$ cat config.mk
export PLATFORM = sky130hd
export DESIGN_NAME = mvm_ctrl_flat
export DESIGN_NICKNAME = d
export VERILOG_FILES = /design/src/rtl/mvm_pkg.sv /design/src/rtl/mvm_ctrl_if.sv /design/src/rtl/mvm_modcnt.sv /design/src/rtl/mvm_ctrl.sv /design/src/flat_wrapper.sv
export SDC_FILE = /design/constraint.sdc
export NUM_CORES = 1
export LEC_CHECK = 0
export CORE_MARGIN = 2
export CORE_UTILIZATION = 55
export DETAILED_ROUTE_END_ITERATION = 10
export PLACE_DENSITY = 0.77
export RECOVER_POWER = 50
export SLEW_MARGIN = 25
export SYNTH_ARGS = -nofsm -noshare
export SYNTH_HDL_FRONTEND = slang
export SYNTH_SLANG_ARGS = --single-unit
$ cat constraint.sdc
create_clock -name clk -period 5.5 [get_ports clk]
set_clock_uncertainty 0.1 [all_clocks]
set_input_delay 1.375 -clock clk [delete_from_list [all_inputs] [get_ports clk]]
set_output_delay 1.375 -clock clk [all_outputs]
set_load 0.05 [all_outputs]
$ cat src/rtl/mvm_pkg.sv
// Shared types and default sizing for the matrix-vector MAC controller slice.
package mvm_pkg;

    localparam int SIZE_M    = 9;
    localparam int LOGSIZE_M = 4;
    localparam int SIZE_X    = 3;
    localparam int LOGSIZE_X = 2;
    localparam int ROWS      = SIZE_M / SIZE_X;

    typedef enum logic [2:0] {
        LOAD_M,
        LOAD_X,
        ISSUE,
        DRAIN,
        OUT
    } state_t;

    // A modulo-1 counter still needs one bit of storage.
    function automatic int cnt_width(input int n);
        return (n > 1) ? $clog2(n) : 1;
    endfunction

endpackage

$ cat src/rtl/mvm_ctrl_if.sv
// Handshake and memory-control bundle between the controller, its source and the datapath.
interface mvm_ctrl_if #(
    parameter int LOGSIZE_M = mvm_pkg::LOGSIZE_M,
    parameter int LOGSIZE_X = mvm_pkg::LOGSIZE_X
);
    logic                 s_valid;
    logic                 s_ready;
    logic [LOGSIZE_M-1:0] addr_M;
    logic                 wr_en_M;
    logic [LOGSIZE_X-1:0] addr_X;
    logic                 wr_en_X;
    logic                 clr_acc;
    logic                 acc_en;
    logic                 m_valid;
    logic                 m_ready;

    modport master (
        input  s_valid, m_ready,
        output s_ready, addr_M, wr_en_M, addr_X, wr_en_X, clr_acc, acc_en, m_valid
    );

    modport slave (
        output s_valid, m_ready,
        input  s_ready, addr_M, wr_en_M, addr_X, wr_en_X, clr_acc, acc_en, m_valid
    );
endinterface

$ cat src/rtl/mvm_modcnt.sv
// Modulo-N up counter with enable, synchronous clear and terminal-count flag.
module mvm_modcnt #(
    parameter int N = 3,
    parameter int W = 2
) (
    input  logic         clk,
    input  logic         reset,
    input  logic         en,
    input  logic         clr,
    output logic [W-1:0] count,
    output logic         tc
);
    localparam logic [W-1:0] LAST = W'(N - 1);

    assign tc = (count == LAST);

    always_ff @(posedge clk) begin
        if (reset || clr) begin
            count <= '0;
        end else if (en) begin
            count <= tc ? '0 : count + 1'b1;
        end
    end
endmodule

$ cat src/rtl/mvm_ctrl.sv
// Sequencer for the matrix-vector MAC: loads M then X, issues one row of reads per result,
// and holds each row result until the consumer takes it.
module mvm_ctrl #(
    parameter int SIZE_M    = mvm_pkg::SIZE_M,
    parameter int LOGSIZE_M = mvm_pkg::LOGSIZE_M,
    parameter int SIZE_X    = mvm_pkg::SIZE_X,
    parameter int LOGSIZE_X = mvm_pkg::LOGSIZE_X
) (
    input logic        clk,
    input logic        reset,
    mvm_ctrl_if.master bus
);
    import mvm_pkg::*;

    localparam int NUM_ROWS = SIZE_M / SIZE_X;
    localparam int ROW_W    = cnt_width(NUM_ROWS);
    localparam logic [LOGSIZE_M-1:0] M_LAST      = LOGSIZE_M'(SIZE_M - 1);
    localparam logic [LOGSIZE_M-1:0] X_LAST_LOAD = LOGSIZE_M'(SIZE_X - 1);
    localparam logic [LOGSIZE_X-1:0] X_LAST      = LOGSIZE_X'(SIZE_X - 1);

    state_t state, state_next;

    logic [LOGSIZE_M-1:0] load_cnt;
    logic                 load_tc;
    logic [LOGSIZE_X-1:0] k;
    logic                 k_tc;
    logic [ROW_W-1:0]     row_cnt;
    logic                 row_tc;
    logic [LOGSIZE_M-1:0] maddr;
    logic [LOGSIZE_M-1:0] row_last_addr;

    logic                 load_accept;
    logic                 x_done;
    logic                 out_hs;

    logic                 s_ready;
    logic [LOGSIZE_M-1:0] addr_M;
    logic                 wr_en_M;
    logic [LOGSIZE_X-1:0] addr_X;
    logic                 wr_en_X;
    logic                 clr_acc;
    logic                 acc_en;
    logic                 m_valid;

    assign load_accept = (state == LOAD_M || state == LOAD_X) && bus.s_valid;
    assign x_done      = (state == LOAD_X) && bus.s_valid && (load_cnt == X_LAST_LOAD);
    assign out_hs      = (state == OUT) && bus.m_ready;

    // The load counter is shared by both load phases; it wraps on its own after M and is
    // cleared explicitly after the shorter X phase.
    mvm_modcnt #(.N(SIZE_M), .W(LOGSIZE_M)) u_load_cnt (
        .clk(clk), .reset(reset), .en(load_accept), .clr(x_done),
        .count(load_cnt), .tc(load_tc)
    );

    mvm_modcnt #(.N(SIZE_X), .W(LOGSIZE_X)) u_k_cnt (
        .clk(clk), .reset(reset), .en(state == ISSUE), .clr(state == LOAD_X),
        .count(k), .tc(k_tc)
    );

    mvm_modcnt #(.N(NUM_ROWS), .W(ROW_W)) u_row_cnt (
        .clk(clk), .reset(reset), .en(out_hs), .clr(state == LOAD_X),
        .count(row_cnt), .tc(row_tc)
    );

    // Last matrix address read for the current row, held through DRAIN and OUT.
    assign row_last_addr = LOGSIZE_M'(row_cnt) * LOGSIZE_M'(SIZE_X) + X_LAST_LOAD;

    always_ff @(posedge clk) begin
        if (reset) begin
            maddr <= '0;
        end else if (state == LOAD_X) begin
            maddr <= '0;
        end else if (state == ISSUE) begin
            maddr <= (maddr == M_LAST) ? '0 : maddr + 1'b1;
        end
    end

    always_ff @(posedge clk) begin
        if (reset) begin
            state <= LOAD_M;
        end else begin
            state <= state_next;
        end
    end

    // Outputs are forced low while reset is held, whatever state the register holds.
    always_comb begin
        state_next = state;
        s_ready    = 1'b0;
        addr_M     = '0;
        wr_en_M    = 1'b0;
        addr_X     = '0;
        wr_en_X    = 1'b0;
        clr_acc    = 1'b0;
        acc_en     = 1'b0;
        m_valid    = 1'b0;
        case (state)
            LOAD_M: begin
                s_ready = 1'b1;
                wr_en_M = bus.s_valid;
                addr_M  = load_cnt;
                if (bus.s_valid && load_tc) state_next = LOAD_X;
            end
            LOAD_X: begin
                s_ready = 1'b1;
                wr_en_X = bus.s_valid;
                addr_X  = load_cnt[LOGSIZE_X-1:0];
                if (x_done) state_next = ISSUE;
            end
            ISSUE: begin
                addr_M  = maddr;
                addr_X  = k;
                clr_acc = (k == '0);
                acc_en  = (k != '0);
                if (k_tc) state_next = DRAIN;
            end
            DRAIN: begin
                addr_M     = row_last_addr;
                addr_X     = X_LAST;
                acc_en     = 1'b1;
                state_next = OUT;
            end
            OUT: begin
                addr_M  = row_last_addr;
                addr_X  = X_LAST;
                m_valid = 1'b1;
                if (bus.m_ready) state_next = row_tc ? LOAD_M : ISSUE;
            end
            default: state_next = LOAD_M;
        endcase
        if (reset) begin
            s_ready = 1'b0;
            addr_M  = '0;
            wr_en_M = 1'b0;
            addr_X  = '0;
            wr_en_X = 1'b0;
            clr_acc = 1'b0;
            acc_en  = 1'b0;
            m_valid = 1'b0;
        end
    end

    assign bus.s_ready = s_ready;
    assign bus.addr_M  = addr_M;
    assign bus.wr_en_M = wr_en_M;
    assign bus.addr_X  = addr_X;
    assign bus.wr_en_X = wr_en_X;
    assign bus.clr_acc = clr_acc;
    assign bus.acc_en  = acc_en;
    assign bus.m_valid = m_valid;
endmodule

$ cat src/flat_wrapper.sv
// flat-port wrapper written by rule: the top's interface ports become plain ports
module mvm_ctrl_flat import mvm_pkg::*;
#(
    parameter int SIZE_M    = mvm_pkg::SIZE_M,
    parameter int LOGSIZE_M = mvm_pkg::LOGSIZE_M,
    parameter int SIZE_X    = mvm_pkg::SIZE_X,
    parameter int LOGSIZE_X = mvm_pkg::LOGSIZE_X
)
  (clk, reset, bus_s_valid, bus_m_ready, bus_s_ready, bus_addr_M, bus_wr_en_M, bus_addr_X, bus_wr_en_X, bus_clr_acc, bus_acc_en, bus_m_valid);
  mvm_ctrl_if #(.LOGSIZE_M(LOGSIZE_M), .LOGSIZE_X(LOGSIZE_X)) bus_i ();
  input logic clk;
  input logic reset;
  input wire logic [$bits(bus_i.s_valid)-1:0] bus_s_valid;
  input wire logic [$bits(bus_i.m_ready)-1:0] bus_m_ready;
  output wire logic [$bits(bus_i.s_ready)-1:0] bus_s_ready;
  output wire logic [$bits(bus_i.addr_M)-1:0] bus_addr_M;
  output wire logic [$bits(bus_i.wr_en_M)-1:0] bus_wr_en_M;
  output wire logic [$bits(bus_i.addr_X)-1:0] bus_addr_X;
  output wire logic [$bits(bus_i.wr_en_X)-1:0] bus_wr_en_X;
  output wire logic [$bits(bus_i.clr_acc)-1:0] bus_clr_acc;
  output wire logic [$bits(bus_i.acc_en)-1:0] bus_acc_en;
  output wire logic [$bits(bus_i.m_valid)-1:0] bus_m_valid;
  assign bus_i.s_valid = bus_s_valid;
  assign bus_i.m_ready = bus_m_ready;
  assign bus_s_ready = bus_i.s_ready;
  assign bus_addr_M = bus_i.addr_M;
  assign bus_wr_en_M = bus_i.wr_en_M;
  assign bus_addr_X = bus_i.addr_X;
  assign bus_wr_en_X = bus_i.wr_en_X;
  assign bus_clr_acc = bus_i.clr_acc;
  assign bus_acc_en = bus_i.acc_en;
  assign bus_m_valid = bus_i.m_valid;
  mvm_ctrl #(.SIZE_M(SIZE_M), .LOGSIZE_M(LOGSIZE_M), .SIZE_X(SIZE_X), .LOGSIZE_X(LOGSIZE_X)) u_core (.clk(clk), .reset(reset), .bus(bus_i));
endmodule
Word-level counts from Yosys, hierarchy flattened:

Index checks and enable logic that the tools add are counted.

* equal/unequal tests: 13
* shift-type cells: 0
* add/subtract/negate cells: 5
* reductions and logical operators: 15
* bitwise operators: 0
* multipliers: 1
* magnitude comparators: 0
* div/mod/pow operators: 0
* mux-type cells: 26

Operators with widths (number)
* one-hot mux 3 bit (5 select lines): 1
* two-way mux 3 bit: 4
* two-way mux 4 bit: 3
* one-hot mux 4 bit (3 select lines): 1
* two-way mux 1 bit: 11
* adder 4 x 1 -> 4 bit, second input constant: 2
* equality test 4 bit, second input constant: 2
* two-way mux 2 bit: 4
* equality test 3 x 2 -> 1 bit, second input constant: 2
* one-hot mux 2 bit (3 select lines): 1
* OR reduction 2 bit: 3
* logical AND 1 bit: 5
* adder 2 x 1 -> 2 bit, second input constant: 2
* adder 4 x 2 -> 4 bit, second input constant: 1
* equality test 2 bit, second input constant: 2
* equality test 4 x 2 -> 1 bit, second input constant: 1
* multiplier 2 x 2 -> 4 bit, second input constant: 1
* inequality test 2 x 1 -> 1 bit, second input constant: 2
* inequality test 2 bit, second input constant: 2
* AND reduction 4 bit: 1
* equality test 3 x 1 -> 1 bit, second input constant: 1
* equality test 3 bit, second input constant: 1
* logical NOT 3 bit: 1
* logical OR 1 bit: 3
* 3 further kinds: 3

* bits in read-only memories: 0
* bits in registers: 15
* bits in latches: 0
* memories: 0
* output and inout bits: 12
* memory bits (writable): 0
* bits of input ports: 4

Longest topological paths before layout:

* depth in word-level cells: 5
* gate-level depth with buffers: 5
* gate-level depth less buffers: 5

Modules after synthesis:

From an unflattened synthesis, not the netlist that was laid out.

* cell total of the unflattened synthesis: 142
* area total of the unflattened synthesis: 1108.6 um^2

By module, submodules not included
* mvm_ctrl: times used 1, cells an instance 104, sequential area each 140.1 um^2, area an instance 725.7 um^2
* mvm_modcnt (u_core.u_load_cnt): times used 1, cells an instance 20, sequential area each 80.1 um^2, area an instance 192.7 um^2
* mvm_modcnt (u_core.u_k_cnt ...): times used 2, cells an instance 9, sequential area each 40.0 um^2, area an instance 95.1 um^2

Worst setup path before layout:

Ideal clock, no wire load.

* path type: input -> output
* start: input port reset
* end: output port bus_clr_acc
* slack: 0.958 ns
* arrival time: 3.067 ns
* buffers on the path: 1
* required time: 4.025 ns
* cell stages on the path: 2
* path through: clkbuf_1 > nor4_1

* word-level cells in the longest chain between the ends: 1

Ends and longest elaborated chain
* start, declared: line flat_wrapper.sv:12 `input logic reset;`
* two-way mux 1 bit: line mvm_ctrl.sv:132 `if (reset) begin`
* end, declared: line flat_wrapper.sv:20 `output wire logic [$bits(bus_i.clr_acc)-1:0] bus_clr_acc;`

Every way passes these cells.

Final worst setup path:

* start: input port reset
* end: output port bus_addr_X[1]

* word-level cells in the longest chain between the ends: 1

Ends and longest elaborated chain
* two-way mux 2 bit: line mvm_ctrl.sv:132
* end, declared: line flat_wrapper.sv:18 `output wire logic [$bits(bus_i.addr_X)-1:0] bus_addr_X;`

Every way passes these cells.

==> key figures <==
Run status
  – Status: complete, no violations

Yosys
  – Main synth FF type: dfxtp_1
  – Seq cells post-synth: 15
  – EDFF count, synth: 0
  – Mapped Cells: roughly 150
  – Mean post-synth cell area: 7.91 sq um
  – Yosys cell types: 45
  – Synth warnings: 0
  – Sequential cell area fraction in the yosys report: roughly a quarter
  – Ys async rst share: 0%
  – Mapped Area: ~1200 sq um
  – Post-synth net total: roughly 160

Timing
  – Fmax: 0.204 GHz
  – Setup_tns: 0 ps
  – Pins Over Slew Limit: 0
  – Relative slew margins: between 50% and 60%
  – Min Tclk post-route: ~4900 ps
  – RSZ-0062 raised after global routing: false
  – Period utilization: 89.0%
  – Final Setup Violations: 0
  – Final hold vios: 0
  – Slew @ Worst Pin: 709 ps

Critical path
  – CP Cell Sequence: dlygate4sd3_1 > clkbuf_1 > a21oi_1 > clkdlybuf4s50_1
  – CP max stage delay: 900 ps
  – Worst path arrival time: 3420 ps
  – Critical path startpoint category: input pin
  – CP endpoint kind: primary output
  – Crit-path slowest cell: dlygate4sd3_1
  – Top cell family by delay on the critical path: buffers and inverters
  – CP max FO: 15
  – CP Class: in -> out
  – WP data required: 4030 ps
  – WP buf/inv: 3

Pwr
  – Internal power: 0.147 mW
  – VDD IR max: 0.000130 V
  – Leak: 0.471 nW
  – Clock network fraction of total power: 31.8%
  – Sw frac: 28.0%
  – Reg power frac: 55.2%
  – Pwr per Cell Area: around 150 nW/um^2
  – Switching Power: 0.0574 mW
  – Combinational share of power: a little over an eighth

Floorplan
  – Starting Density: 59.1%
  – Std cell rows: 16
  – Core Footprint: 1980 sq um
  – Die height: between 50 and 60 um
  – Die footprint: 2510 sq um
  – # IOs: 16
  – Die W: 50.1 um

Clock tree
  – Clock latency on the worst-skew pair: 290 ps
  – Cts bufs inserted: 3
  – CTS Sinks: 15
  – Clock Path Buffers: 2
  – Root Buffer: clkbuf_4
  – Cts hold-fix bufs: 0
  – Htree depth: 1
  – Setup repair bufs after CTS: 0
  – Clock transition at the registers of the reported paths: 90 ps
  – TritonCTS clock tree: done
  – Post-CTS sizing: 0

Finish
  – Post-Layout Cell Count: 186
  – Most frequent cells in the layout: dfxtp_1 (15), nand2_1 (13), clkdlybuf4s50_1 (13)
  – Fill cells: 173
  – P&R area growth vs syn: 14.2%
  – Area occupied by multi-input gates: 785 sq um
  – Commonest non-fill, non-tap cell in the layout: dfxtp_1
  – Sequential cell area: 300 sq um
  – Diode count: 0
  – NumNets Final: 173
  – Share of layout cells above drive strength 1: 3.77%

Global routing
  – First-pass GRT wire length: 4690 um
  – Number of global-route vias before repair: ~1100
  – Largest net degree at the start of global routing: 25
  – Grt total ovfl: 0
  – GRT Total Usage: between 20% and 30%
  – Initial antenna violation count: 0

Place
  – Port-buffer cells: 15
  – Dpl hpwl: 2010 um
  – GPL Wtd Cong: 0.864
  – DP Cell Count: 182

Route
  – DRT Pass-1 Iters: 4
  – Residual DRC: 0
  – Via Count: 1136
  – WL final: 2800 um
  – Drt via density: 6.11
  – Post-route ant nets: 0
  – Routed length per instance: ~15 um
  – Initial DRC Count: 30

Run
  – Max-cap violations: 0

Worst hold path
  – Worst min-delay path class: reg -> reg
[synthesized netlist by cell type (2+ instances only)]
cell,count,area (sq um)
a21o_1,2,15.0
nor3b_1,4,30.0
nand3_1,2,10.0
and3b_1,3,26.3
dfxtp_1,15,300
ha_1,9,113
or3_1,3,18.8
nand3b_1,3,22.5
nor3_1,4,20.0
nand4b_1,2,17.5
clkbuf_1,5,18.8
nand2_1,13,48.8
nor2b_1,5,31.3
nor4bb_1,2,20.0
a21oi_1,12,60.1
inv_1,10,37.5
a31oi_1,3,18.8
o21ai_0,6,30.0
nand2b_1,2,12.5
buf_2,2,10.0
or4b_1,2,20.0
and3_1,3,18.8
mux2i_1,6,60.1
nor2_1,9,33.8
[cell families after synthesis]
kind of cell / after synthesis / share of synthesized area [%]
compound gates: 34 / 18.4
fa+ha+maj: 9 / 9.62
buf+inv: 19 / 6.94
flops: 15 / 25.6
mux: 6 / 5.13
simple gates: 65 / 34.3
[flip-flops by register name, indices dropped and copies added (netlist names)]
| signal | flops |
|---|---|
| u_core.maddr | 4 |
| u_core.state | 3 |
| u_core.u_k_cnt.count | 2 |
| u_core.u_load_cnt.count | 4 |
| u_core.u_row_cnt.count | 2 |
[cell type report]
class | instances | share of cell area, %
multi-input cells | 114 | 58.7
clock buffers | 3 | 1.68
flip-flops and latches | 15 | 22.5
well taps | 27 | 2.53
inverters | 10 | 2.81
clock inverters | 1 | 0.374
repair buffers | 16 | 11.5
[worst paths after layout]
path | startpoint | to | slack (ps) | depth (start not counted)
setup / recovery | reset | bus_addr_X[1] | 610 | 4
hold / removal | u_core.maddr[1]$_SDFFE_PP0N_ | u_core.maddr[1]$_SDFFE_PP0N_ | 430 | 2
setup reg to reg | u_core.state[1]$_SDFFE_PP0P_ | u_core.maddr[3]$_SDFFE_PP0N_ | 3300 | 3
hold reg to reg | u_core.maddr[1]$_SDFFE_PP0N_ | u_core.maddr[1]$_SDFFE_PP0N_ | 430 | 2
[layer usage]
metal / global-route usage [%] / vias to the layer above / routed length (um)
li1: - / 565 / -
met1: 30.2 / 546 / 1300
met2: 42.3 / 22 / 1400
met3: 2.68 / 3 / 83
met4: 6.94 / 0 / 24
met5: 0 / - / 0
[power by group through the flow]
stage	combinational [mW]	clock [mW]	sequential (mW)
floorplan	0.0180	0	0.114
global placement	0.0264	0	0.115
detailed placement	0.0272	0	0.115
CTS	0.0273	0.0668	0.113
global route	0.0288	0.0703	0.113
finish	0.0265	0.0652	0.113
[through the flow]
stage	util [%]	instance area (sq um)	power (mW)	hold WS (ps)	setup WS, ps
floorplan	-	1170	0.132	377	958
CTS	67.9	1350	0.207	423	688
global route	67.5	1340	0.213	449	546
finish	67.5	1340	0.205	425	606
global placement	66.5	1320	0.142	405	741
detailed placement	66.5	1320	0.143	410	686
[worst min-delay path: stages (launching register included)]
cell	delay (ps)
dfxtp_1	360
nand2_1	70
a21oi_1	50
(Power assumes the default switching activity.)
